[src/rtl/fpu_pkg.sv]
// ============================================================================
// Module      : fpu_pkg
// Description : Shared FPU constants, FSM encodings, operand class codes and
//               the unpacked-operand record used by multiplier and divider.
// Revision    : 1.0 - initial release
// ============================================================================
`default_nettype none

package fpu_pkg;

    localparam int EXP_W = 8;
    localparam int MAN_W = 23;
    localparam int BIAS  = 127;
    localparam int SIG_W = MAN_W + 1;
    localparam int ACC_W = 2 * SIG_W;

    // Sequencer states
    localparam logic [2:0] c_st_idle   = 3'd0;
    localparam logic [2:0] c_st_unpack = 3'd1;
    localparam logic [2:0] c_st_mul    = 3'd2;
    localparam logic [2:0] c_st_norm   = 3'd3;
    localparam logic [2:0] c_st_round  = 3'd4;
    localparam logic [2:0] c_st_done   = 3'd5;

    // Operand classes
    localparam logic [2:0] c_cls_zero = 3'd0;
    localparam logic [2:0] c_cls_sub  = 3'd1;
    localparam logic [2:0] c_cls_norm = 3'd2;
    localparam logic [2:0] c_cls_inf  = 3'd3;
    localparam logic [2:0] c_cls_nan  = 3'd4;

    localparam logic [31:0] c_qnan     = 32'h7FC0_0000;
    localparam logic [30:0] c_inf_mag  = 31'h7F80_0000;
    localparam logic [30:0] c_zero_mag = 31'h0000_0000;

    // exp is two's complement, unbiased; sig always has bit SIG_W-1 set for finite non-zero
    typedef struct packed {
        logic             sign;
        logic [2:0]       cls;
        logic [EXP_W+1:0] exp;
        logic [SIG_W-1:0] sig;
    } fpu_op_t;

    function automatic logic [4:0] lzc24(input logic [23:0] v);
        logic [4:0] n;
        logic       found;
        n     = 5'd24;
        found = 1'b0;
        for (int i = 23; i >= 0; i--) begin
            if (!found && v[i]) begin
                n     = 5'(23 - i);
                found = 1'b1;
            end
        end
        return n;
    endfunction

endpackage

`default_nettype wire

[src/rtl/fpu_unpack.sv]
// ============================================================================
// Module      : fpu_unpack
// Description : Combinational single-precision classifier; subnormals are
//               left-normalised so downstream logic sees a hidden-bit-1 value.
// Revision    : 1.0 - initial release
// ============================================================================
`default_nettype none

module fpu_unpack
    import fpu_pkg::*;
(
    input  logic [31:0] op,
    output fpu_op_t     res
);

    logic [EXP_W-1:0] w_ef;
    logic [MAN_W-1:0] w_fr;
    logic [4:0]       w_lz;

    assign w_ef = op[30:23];
    assign w_fr = op[22:0];
    assign w_lz = lzc24({1'b0, w_fr});

    always_comb begin
        res.sign = op[31];
        res.cls  = c_cls_norm;
        res.exp  = '0;
        res.sig  = '0;
        if (w_ef == '1) begin
            res.cls = (w_fr == '0) ? c_cls_inf : c_cls_nan;
        end else if (w_ef == '0) begin
            if (w_fr == '0) begin
                res.cls = c_cls_zero;
            end else begin
                // value = 1.f * 2^(1 - BIAS - lzc) once the leading one reaches the hidden position
                res.cls = c_cls_sub;
                res.exp = 10'd1 - 10'(BIAS) - {5'd0, w_lz};
                res.sig = {1'b0, w_fr} << w_lz;
            end
        end else begin
            res.exp = {2'b00, w_ef} - 10'(BIAS);
            res.sig = {1'b1, w_fr};
        end
    end

endmodule

`default_nettype wire

[src/rtl/fpu_mul_seq.sv]
// ============================================================================
// Module      : fpu_mul_seq
// Description : Sequential IEEE-754 single-precision multiplier, one shift-add
//               step per cycle, RNE rounding, start/done handshake.
//               Optional exception flags port: define FPU_MUL_FLAGS_EN.
// Revision    : 1.0 - initial release
// ============================================================================
`default_nettype none

module fpu_mul_seq
    import fpu_pkg::*;
(
    input  logic        clk,
    input  logic        rst,
    input  logic        start,
    input  logic [31:0] multiplicand,
    input  logic [31:0] multiplier,
    output logic [31:0] product,
    output logic        busy,
`ifdef FPU_MUL_FLAGS_EN
    output logic        done,
    output logic [3:0]  flags
`else
    output logic        done
`endif
);

    logic [2:0]        r_state;
    logic [31:0]       r_a;
    logic [31:0]       r_b;
    logic [4:0]        r_cnt;
    logic [ACC_W-1:0]  r_mcand;
    logic [SIG_W-1:0]  r_mplier;
    logic [ACC_W-1:0]  r_acc;
    logic              r_sign;
    logic signed [11:0] r_exp;
    logic [ACC_W-2:0]  r_sig;
    logic              r_st0;
    logic [31:0]       r_res;

    fpu_op_t w_ua;
    fpu_op_t w_ub;

    fpu_unpack u_unpack_a (.op(r_a), .res(w_ua));
    fpu_unpack u_unpack_b (.op(r_b), .res(w_ub));

    // Special-case detection
    logic        w_sign;
    logic        w_any_nan;
    logic        w_any_inf;
    logic        w_any_zero;
    logic        w_inf_zero;
    logic        w_special;
    logic [31:0] w_spec_res;

    assign w_sign     = w_ua.sign ^ w_ub.sign;
    assign w_any_nan  = (w_ua.cls == c_cls_nan)  || (w_ub.cls == c_cls_nan);
    assign w_any_inf  = (w_ua.cls == c_cls_inf)  || (w_ub.cls == c_cls_inf);
    assign w_any_zero = (w_ua.cls == c_cls_zero) || (w_ub.cls == c_cls_zero);
    assign w_inf_zero = w_any_inf && w_any_zero;
    assign w_special  = w_any_nan || w_any_inf || w_any_zero;

    always_comb begin
        if (w_any_nan || w_inf_zero) begin
            w_spec_res = c_qnan;
        end else if (w_any_inf) begin
            w_spec_res = {w_sign, c_inf_mag};
        end else begin
            w_spec_res = {w_sign, c_zero_mag};
        end
    end

    // Round / denormalise / pack
    logic [ACC_W-1:0]   w_ext;
    logic [ACC_W-1:0]   w_shf;
    logic [ACC_W-1:0]   w_mask;
    logic signed [11:0] w_sh_raw;
    logic signed [11:0] w_exp_fin;
    logic [5:0]         w_sh;
    logic               w_tiny;
    logic               w_g;
    logic               w_st;
    logic               w_up;
    logic               w_ovf;
    logic [SIG_W:0]     w_rnd;
    logic [31:0]        w_rres;

    always_comb begin
        w_ext    = {r_sig, r_st0};
        w_tiny   = (r_exp <= 12'sd0);
        w_sh_raw = 12'sd1 - r_exp;
        w_sh     = 6'd0;
        if (w_tiny) begin
            w_sh = (w_sh_raw > 12'sd48) ? 6'd48 : w_sh_raw[5:0];
        end
        // Bits pushed out by the subnormal shift all fold into sticky
        w_mask    = (48'd1 << w_sh) - 48'd1;
        w_shf     = w_ext >> w_sh;
        w_g       = w_shf[23];
        w_st      = (|w_shf[22:0]) | (|(w_ext & w_mask));
        w_up      = w_g & (w_st | w_shf[24]);
        w_rnd     = {1'b0, w_shf[47:24]} + {24'd0, w_up};
        w_exp_fin = r_exp + {11'd0, w_rnd[24]};
        w_ovf     = !w_tiny && (w_exp_fin >= 12'sd255);
        if (w_tiny) begin
            // A round-up into bit 23 lands on the smallest normal naturally
            w_rres = {r_sign, 7'd0, w_rnd[23:0]};
        end else if (w_ovf) begin
            w_rres = {r_sign, c_inf_mag};
        end else begin
            w_rres = {r_sign, w_exp_fin[7:0], (w_rnd[24] ? w_rnd[23:1] : w_rnd[22:0])};
        end
    end

`ifdef FPU_MUL_FLAGS_EN
    logic       w_inexact;
    logic [3:0] w_rfl;
    logic [3:0] w_sfl;
    logic [3:0] r_fl;

    assign w_inexact = w_g | w_st | w_ovf;
    assign w_rfl     = {1'b0, w_ovf, w_tiny & w_inexact, w_inexact};
    assign w_sfl     = {w_any_nan | w_inf_zero, 3'b000};
`endif

    always_ff @(posedge clk or posedge rst) begin
        if (rst) begin
            r_state  <= c_st_idle;
            r_a      <= '0;
            r_b      <= '0;
            r_cnt    <= '0;
            r_mcand  <= '0;
            r_mplier <= '0;
            r_acc    <= '0;
            r_sign   <= 1'b0;
            r_exp    <= '0;
            r_sig    <= '0;
            r_st0    <= 1'b0;
            r_res    <= '0;
            product  <= '0;
            busy     <= 1'b0;
            done     <= 1'b0;
`ifdef FPU_MUL_FLAGS_EN
            r_fl     <= '0;
            flags    <= '0;
`endif
        end else begin
            done <= 1'b0;
            case (r_state)
                c_st_idle: begin
                    if (start) begin
                        r_a     <= multiplicand;
                        r_b     <= multiplier;
                        busy    <= 1'b1;
                        r_state <= c_st_unpack;
                    end else if (done) begin
                        busy <= 1'b0;
                    end
                end
                c_st_unpack: begin
                    r_sign <= w_sign;
                    if (w_special) begin
                        r_res   <= w_spec_res;
`ifdef FPU_MUL_FLAGS_EN
                        r_fl    <= w_sfl;
`endif
                        r_state <= c_st_done;
                    end else begin
                        r_exp    <= $signed({{2{w_ua.exp[9]}}, w_ua.exp})
                                  + $signed({{2{w_ub.exp[9]}}, w_ub.exp});
                        r_mcand  <= {24'd0, w_ua.sig};
                        r_mplier <= w_ub.sig;
                        r_acc    <= '0;
                        r_cnt    <= '0;
                        r_state  <= c_st_mul;
                    end
                end
                c_st_mul: begin
                    if (r_mplier[0]) begin
                        r_acc <= r_acc + r_mcand;
                    end
                    r_mcand  <= r_mcand << 1;
                    r_mplier <= r_mplier >> 1;
                    r_cnt    <= r_cnt + 5'd1;
                    if (r_cnt == 5'd23) begin
                        r_state <= c_st_norm;
                    end
                end
                c_st_norm: begin
                    if (r_acc[47]) begin
                        r_sig <= r_acc[47:1];
                        r_st0 <= r_acc[0];
                        r_exp <= r_exp + 12'(BIAS + 1);
                    end else begin
                        r_sig <= r_acc[46:0];
                        r_st0 <= 1'b0;
                        r_exp <= r_exp + 12'(BIAS);
                    end
                    r_state <= c_st_round;
                end
                c_st_round: begin
                    r_res   <= w_rres;
`ifdef FPU_MUL_FLAGS_EN
                    r_fl    <= w_rfl;
`endif
                    r_state <= c_st_done;
                end
                c_st_done: begin
                    product <= r_res;
`ifdef FPU_MUL_FLAGS_EN
                    flags   <= r_fl;
`endif
                    done    <= 1'b1;
                    r_state <= c_st_idle;
                end
                default: r_state <= c_st_idle;
            endcase
        end
    end

endmodule

`default_nettype wire

[config.mk]
export PLATFORM = sky130hd
export DESIGN_NAME = fpu_mul_seq
export DESIGN_NICKNAME = d
export VERILOG_FILES = /design/src/rtl/fpu_pkg.sv /design/src/rtl/fpu_unpack.sv /design/src/rtl/fpu_mul_seq.sv
export SDC_FILE = /design/constraint.sdc
export NUM_CORES = 1
export LEC_CHECK = 0
export CAP_MARGIN = 20
export CORE_MARGIN = 2
export CORE_UTILIZATION = 65
export CTS_CLUSTER_SIZE = 24
export DETAILED_ROUTE_END_ITERATION = 8
export PLACE_DENSITY = 0.9
export SYNTH_ARGS = -nofsm -noshare
export SYNTH_HDL_FRONTEND = slang
export SYNTH_SLANG_ARGS = --single-unit
[constraint.sdc]
create_clock -name clk -period 24.2 [get_ports clk]
set_clock_uncertainty 0.05 [all_clocks]
set_input_delay 7.26 -clock clk [delete_from_list [all_inputs] [get_ports clk]]
set_output_delay 7.26 -clock clk [all_outputs]
set_load 0.02 [all_outputs]
Word level (Yosys, flattened, before mapping)
Cells that the tools add are included.
- memories kept: 0
- output and inout port bits: 34
- bits in writable memories: 0
- bits in registers: 319
- bits in latches: 0
- bits in read-only memories: 0
- $lt $le $gt $ge: 3
- reductions and logical operators: 117
- shift operators: 4
- eq/ne operators: 17
- bitwise gates (word level): 5
- multiply operators: 0
- divide/modulo/power cells: 0
- add/subtract/negate cells: 13
- mux-type cells: 134
- operators by type and width (cell ; count):
    5-bit 2-to-1 mux ; 47
    34-bit 2-to-1 mux ; 6
    48-bit case mux with 2 select lines ; 2
    48-bit 2-to-1 mux ; 3
    31-bit 2-to-1 mux ; 3
    32-bit 2-to-1 mux ; 2
    32-bit case mux with 2 select lines ; 1
    1-bit 2-to-1 mux ; 50
    48-bit adder ; 1
    48-bit AND ; 1
    24-bit case mux with 2 select lines ; 1
    48-bit OR reduction ; 1
    1-bit by 6-bit << shifter with 48-bit output (first input constant) ; 1
    23-bit by 5-bit << shifter with 24-bit output ; 2
    48-bit by 6-bit >> shifter with 48-bit output ; 1
    48-bit by 1-bit subtractor with 48-bit output (second input constant) ; 1
    47-bit 2-to-1 mux ; 1
    1-bit logical AND ; 46
    23-bit zero test ; 2
    1-bit zero test ; 45
    3-bit 2-to-1 mux ; 9
    24-bit by 1-bit adder with 25-bit output ; 1
    12-bit 2-to-1 mux ; 2
    24-bit 2-to-1 mux ; 1
    32 further kinds ; 63

Depth between registers and ports, before layout
- word-level depth: 74
- mapped depth: 36
- mapped depth without buffers: 31

Modules after synthesis
From an unflattened synthesis, not the netlist that was laid out.
- cells, all modules: 3214
- area, all modules: 26171.4 sq um
- by module, submodules not included (module ; sequential area each (sq um) ; cells an instance ; instances ; area an instance (sq um)):
    fpu_mul_seq ; 7982.7 ; 2558 ; 1 ; 21599.5
    fpu_unpack (u_unpack_b) ; 0.0 ; 331 ; 1 ; 2393.5
    fpu_unpack (u_unpack_a) ; 0.0 ; 325 ; 1 ; 2178.3

Worst setup path after synthesis
Ideal clock, no wire load.
- kind: in2reg
- start: input port start
- end: register r_a[0]
- library setup time: 125 ps
- cell stages on the path: 4
- buffers on the path: 2
- slack: 15717 ps
- arrival time: 8309 ps
- path through: and2_1 > clkbuf_1 > clkbuf_1 > mux2_2
- word-level cells in the longest chain between the ends: 1
- RTL lines (item ; RTL line ; source):
    start, declared ; fpu_mul_seq.sv:15 ; input logic start,
    2-bit AND reduction (no source line) ; -- ;
    end signal, assigned ; fpu_mul_seq.sv:152 ; r_a <= multiplicand;
    end, declared ; fpu_mul_seq.sv:29 ; logic [31:0] r_a;
Every way passes these cells.
A chain may end at the register's enable or synchronous reset.

Worst setup path after layout
- start: register r_exp[0]
- end: register r_res[22]
- word-level cells in the longest chain between the ends: 18
- RTL lines (item ; RTL line ; source):
    start, declared ; fpu_mul_seq.sv:36 ; logic signed [11:0] r_exp;
    start signal, assigned ; fpu_mul_seq.sv:169 ; r_exp <= $signed({{2{w_ua.exp[9]}}, w_ua.exp})
    start signal, assigned ; fpu_mul_seq.sv:193 ; r_exp <= r_exp + 12'(BIAS + 1);
    start signal, assigned ; fpu_mul_seq.sv:197 ; r_exp <= r_exp + 12'(BIAS);
    2-bit by 12-bit subtractor with 12-bit output ; fpu_mul_seq.sv:91 ; w_sh_raw = 12'sd1 - r_exp;
    12-bit by 7-bit greater-than comparator with 1-bit output ; fpu_mul_seq.sv:94 ; w_sh = (w_sh_raw > 12'sd48) ? 6'd48 : w_sh_raw[5:0];
    6-bit 2-to-1 mux ; fpu_mul_seq.sv:94 ;
    6-bit 2-to-1 mux ; fpu_mul_seq.sv:93 ; if (w_tiny) begin
    1-bit by 6-bit << shifter with 48-bit output ; fpu_mul_seq.sv:97 ; w_mask = (48'd1 << w_sh) - 48'd1;
    48-bit by 1-bit subtractor with 48-bit output ; fpu_mul_seq.sv:97 ;
    48-bit AND ; fpu_mul_seq.sv:100 ; w_st = (|w_shf[22:0]) | (|(w_ext & w_mask));
    48-bit OR reduction ; fpu_mul_seq.sv:100 ;
    [... 2 more ...] ; -- ;
    1-bit AND ; fpu_mul_seq.sv:101 ; w_up = w_g & (w_st | w_shf[24]);
    24-bit by 1-bit adder with 25-bit output ; fpu_mul_seq.sv:102 ; w_rnd = {1'b0, w_shf[47:24]} + {24'd0, w_up};
    12-bit by 1-bit adder with 12-bit output ; fpu_mul_seq.sv:103 ; w_exp_fin = r_exp + {11'd0, w_rnd[24]};
    12-bit by 9-bit >= comparator with 1-bit output ; fpu_mul_seq.sv:104 ; w_ovf = !w_tiny && (w_exp_fin >= 12'sd255);
    1-bit logical AND ; fpu_mul_seq.sv:104 ;
    31-bit 2-to-1 mux ; fpu_mul_seq.sv:108 ; end else if (w_ovf) begin
    31-bit 2-to-1 mux (*) ; fpu_mul_seq.sv:105 ; if (w_tiny) begin
    32-bit case mux with 2 select lines (*) ; fpu_mul_seq.sv:149 ; case (r_state)
    end signal, assigned ; fpu_mul_seq.sv:163 ; r_res <= w_spec_res;
    end signal, assigned ; fpu_mul_seq.sv:202 ; r_res <= w_rres;
    end, declared ; fpu_mul_seq.sv:39 ; logic [31:0] r_res;
Mark *: on every way between the ends. The rest lies on a longest branch, timed or not.

==> reports/metrics.yaml <==
run_status:
  status: "finished, final reports clean"
floorplan:
  rows: 70
  initial_utilization_pct: 65.8
  io_pins: 101
  die-area_um2: 38400
  die_w_um: 196
  die_h_um: 196
  fp.coreArea_um2: 36400
setup_path:
  cp_data_required_time_ns: 24.64
  crit_path_top_delay_cell: "dfrtp_1"
  cp-start-kind: "flip-flop"
  slowest_delay_ns: 0.62
  worstPathArrival_ns: 10.17
  critPathMaxFanout: 19
  path_buf_inv: 4
  cpMostUsedCell: "ha_1"
  crit_family: "simple AND/OR/NAND/NOR gates"
  setup.worst_path.end_class: "flip-flop"
  path_class: "reg -> reg"
global_routing:
  grt_max_degree: 130
  grt_pass1_wl_um: 130000
  antenna_found_initial: 1
  grt_use_total_pct: 42.5
  grt_remaining_overflow: 0
  grt_pass1_vias: 23652
power:
  comb_power_share_pct: 58.9
  p_sw_share_pct: 51.1
  pwr-share-clk_pct: 14.6
  seqPwrFrac_pct: 26.5
  p_leak_nw: 11.1
  peakVddDrop_v: 0.000105
  power.density_nw_per_um2: 145
  power_switching_mw: 1.94
  internal-power_mw: 1.86
synthesis:
  syn_nets: 3103
  syn_avg_cell_area_um2: 8.10
  ys.flop_type: "dfrtp_1"
  syn_inst: 2960
  ys_types: 96
  yosys_warnings: 0
  synth_edf_count: 0
  synth_seq_area_share_pct: 33.3
  async_flop_share_pct: 100
  netlist_area_um2: 24000
  synth-seq-cells: 319
detailed_routing:
  via_per_inst: 7.18
  ant_nets: 0
  drt_iter0_markers: 3199
  num_vias: 24695
  wl_per_cell_um: 24.0
  drt_first_pass_iters: 8
  drt-total-wl_um: 82700
  drc: 0
timing:
  finalHoldViolCount: 0
  report.final.slew_viol_count: 0
  min_period_ns: 9.73
  tightest_slew_ns: 1.16
  slew_headroom_pct: 21.8
  finalCritPeriodShare_pct: 40.2
  fmax_mhz: 103
  tns_ns: 0
  report.final.setup_viol: 0
  rsz0062_at_grt: "false"
finish:
  final_core_util_pct: 72.2
  num-fill-cells: 2654
  final_cell_area_um2: 26300
  syn_to_final_growth_pct: 9.81
  final_layout_size_suffix_gt1_share_pct: 7.23
  final_nets: 3090
  n_antenna_cell: 0
  stdcell_count: 3440
clocking:
  clkTransAtPathRegs_ns: 0.07
  cts_buffers: 36
  clk_latency_ns: 0.57
  clock-root-buffer: "clkbuf_16"
  cts.path.max_buffers: 3
  cts.repair.resized: 0
  cts_tree: "built"
  clock_sinks: 319
  cts_hold_buf: 0
  cts_setup_buffers: 0
  htreeDepth: 2
placement:
  portBuffers: 100
  gp_congestion: 1.03
  numPlacedInstances: 3374
  place_hpwl_um: 57600
  placed_cell_area_um2: 25100
hold_path:
  hold_class: "reg -> reg"
job:
  drv_cap: 0
-- cell usage after synthesis (all sizes together), types with 7 or more instances --
cell type	n	area (um2)
a21o	36	270
nor4	18	113
o22ai	23	144
a22oi	49	368
a211oi	43	323
nand4	30	194
and2	21	131
a32oi	10	95.1
nand3	147	736
o31a	10	87.6
nand2	483	1810
and3	23	144
o21a	12	90.1
o211ai	18	135
a22o	12	105
nand3b	10	75.1
ha	74	926
a21boi	8	60.1
clkbuf	148	556
inv	57	214
a31oi	27	169
or3	22	138
dfrtp	319	7980
a221o	14	140
mux2	66	743
o31ai	25	215
mux2i	154	1540
or4	7	56.3
a21oi	172	861
nor2	203	795
a221oi	13	114
nor3	66	340
nand2b	20	125
xor2	38	333
o21bai	16	120
xnor2	66	578
o21ai	297	1500
a2111oi	12	118
buf	48	246
o2111ai	9	85.1
a311oi	13	126
nor2b	23	144
-- final timing paths --
check | slack (ns) | end | depth (start not counted) | from
worst max-delay path | 14.47 | r_res[22] | 33 | r_exp[0]
worst min-delay path | 0.43 | product[12] | 2 | product[12]
worst max register to register | 14.47 | r_res[22] | 33 | r_exp[0]
worst min register to register | 0.43 | product[12] | 2 | product[12]
max in group asynchronous | 14.83 | r_acc[47] | 4 | rst
min in group asynchronous | 7.22 | r_a[31] | 2 | rst
-- power groups by stage --
stage / Combinational (mW) / Clock [mW] / Sequential [mW]
2_1_floorplan: 1.62 / 0 / 0.878
3_3_place_gp: 2.08 / 0 / 0.982
3_5_place_dp: 2.13 / 0 / 0.994
4_1_cts: 2.16 / 0.556 / 0.989
5_1_grt: 2.40 / 0.576 / 1.02
6_report: 2.24 / 0.555 / 1.01
-- registers in the layout (all words and copies together) (netlist names) --
register  count
r_res        32
done          1
r_st0         1
r_state       3
r_sig        47
r_a          32
busy          1
r_exp        12
r_mcand      48
r_acc        48
r_cnt         5
product      32
r_b          32
r_sign        1
r_mplier     24
-- area by class of cell --
cell class	count	area, um2	share of cell area (%)
flip-flops and latches	319	7980	30.3
well taps	468	586	2.23
repair buffers	145	1360	5.15
clock buffers	51	1030	3.90
multi-input cells	2386	15000	57.0
clock inverters	12	143	0.542
inverters	59	229	0.870
-- worst reg2reg max path: cells and delay by family, from the launching register on --
kind | cells | cell delay, ns
AO/OA/AOI/OAI | 10 | 2.64
XOR/XNOR | 1 | 0.23
adder cells (fa/ha/maj) | 4 | 0.88
buffers and inverters | 4 | 0.91
flip-flops | 1 | 0.62
multiplexers | 1 | 0.13
AND/OR/NAND/NOR | 13 | 4.18
-- cells in the final DEF (no fill, tap or decap), types with 13 or more instances in the layout --
master,netlist,final
a31oi_1,27,27
clkdlybuf4s50_1,0,100
xor2_1,38,38
a21o_1,36,36
nor2_1,196,193
xnor2_1,66,66
nand2b_1,20,20
o22ai_1,23,23
mux2i_1,154,154
and3_1,23,23
mux2_2,66,66
o21ai_0,270,270
o31ai_1,23,23
inv_1,57,56
nor3_1,64,64
clkbuf_16,0,36
a21oi_1,172,172
a221o_1,14,14
nor4_1,18,17
nand2_1,483,481
a221oi_1,13,13
buf_4,6,43
o21bai_1,16,16
o211ai_1,18,18
a22oi_1,49,49
o21ai_1,24,24
and2_1,20,19
ha_1,74,74
or3_1,22,22
nand3_1,147,147
nand4_1,29,29
dfrtp_1,319,318
a211oi_1,43,43
nor2b_1,23,23
-- cell families (layout without fill, tap and decap cells) --
kind of cell | Yosys count | count (layout) | share of synthesized area (%)
AND/OR/NAND/NOR | 1103 | 1103 | 21.1
multiplexers | 220 | 220 | 9.53
AO/OA/AOI/OAI | 883 | 883 | 23.9
flip-flops | 319 | 319 | 33.3
XOR/XNOR | 104 | 104 | 3.80
adder cells (fa/ha/maj) | 76 | 76 | 4.03
buffers and inverters | 255 | 267 | 4.27
-- metrics by stage --
stage	hold WS [ns]	total power [mW]	setup WS, ns
CTS	0.433	3.71	14.28
finish	0.428	3.81	14.47
detailed placement	0.405	3.13	14.17
global placement	0.398	3.06	14.31
global route	0.451	4.00	13.89
floorplan	0.388	2.49	8.06
-- routing by layer --
| layer | GRT usage (%) | vias up | wire length [um] |
|---|---|---|---|
| met5 | 0 | - | 0 |
| met4 | 19.9 | 0 | 4390 |
| met3 | 7.60 | 379 | 8550 |
| met2 | 69.5 | 1712 | 38400 |
| met1 | 55.3 | 11792 | 31300 |
| li1 | - | 10812 | - |
Power figures use the tool's default switching activity.
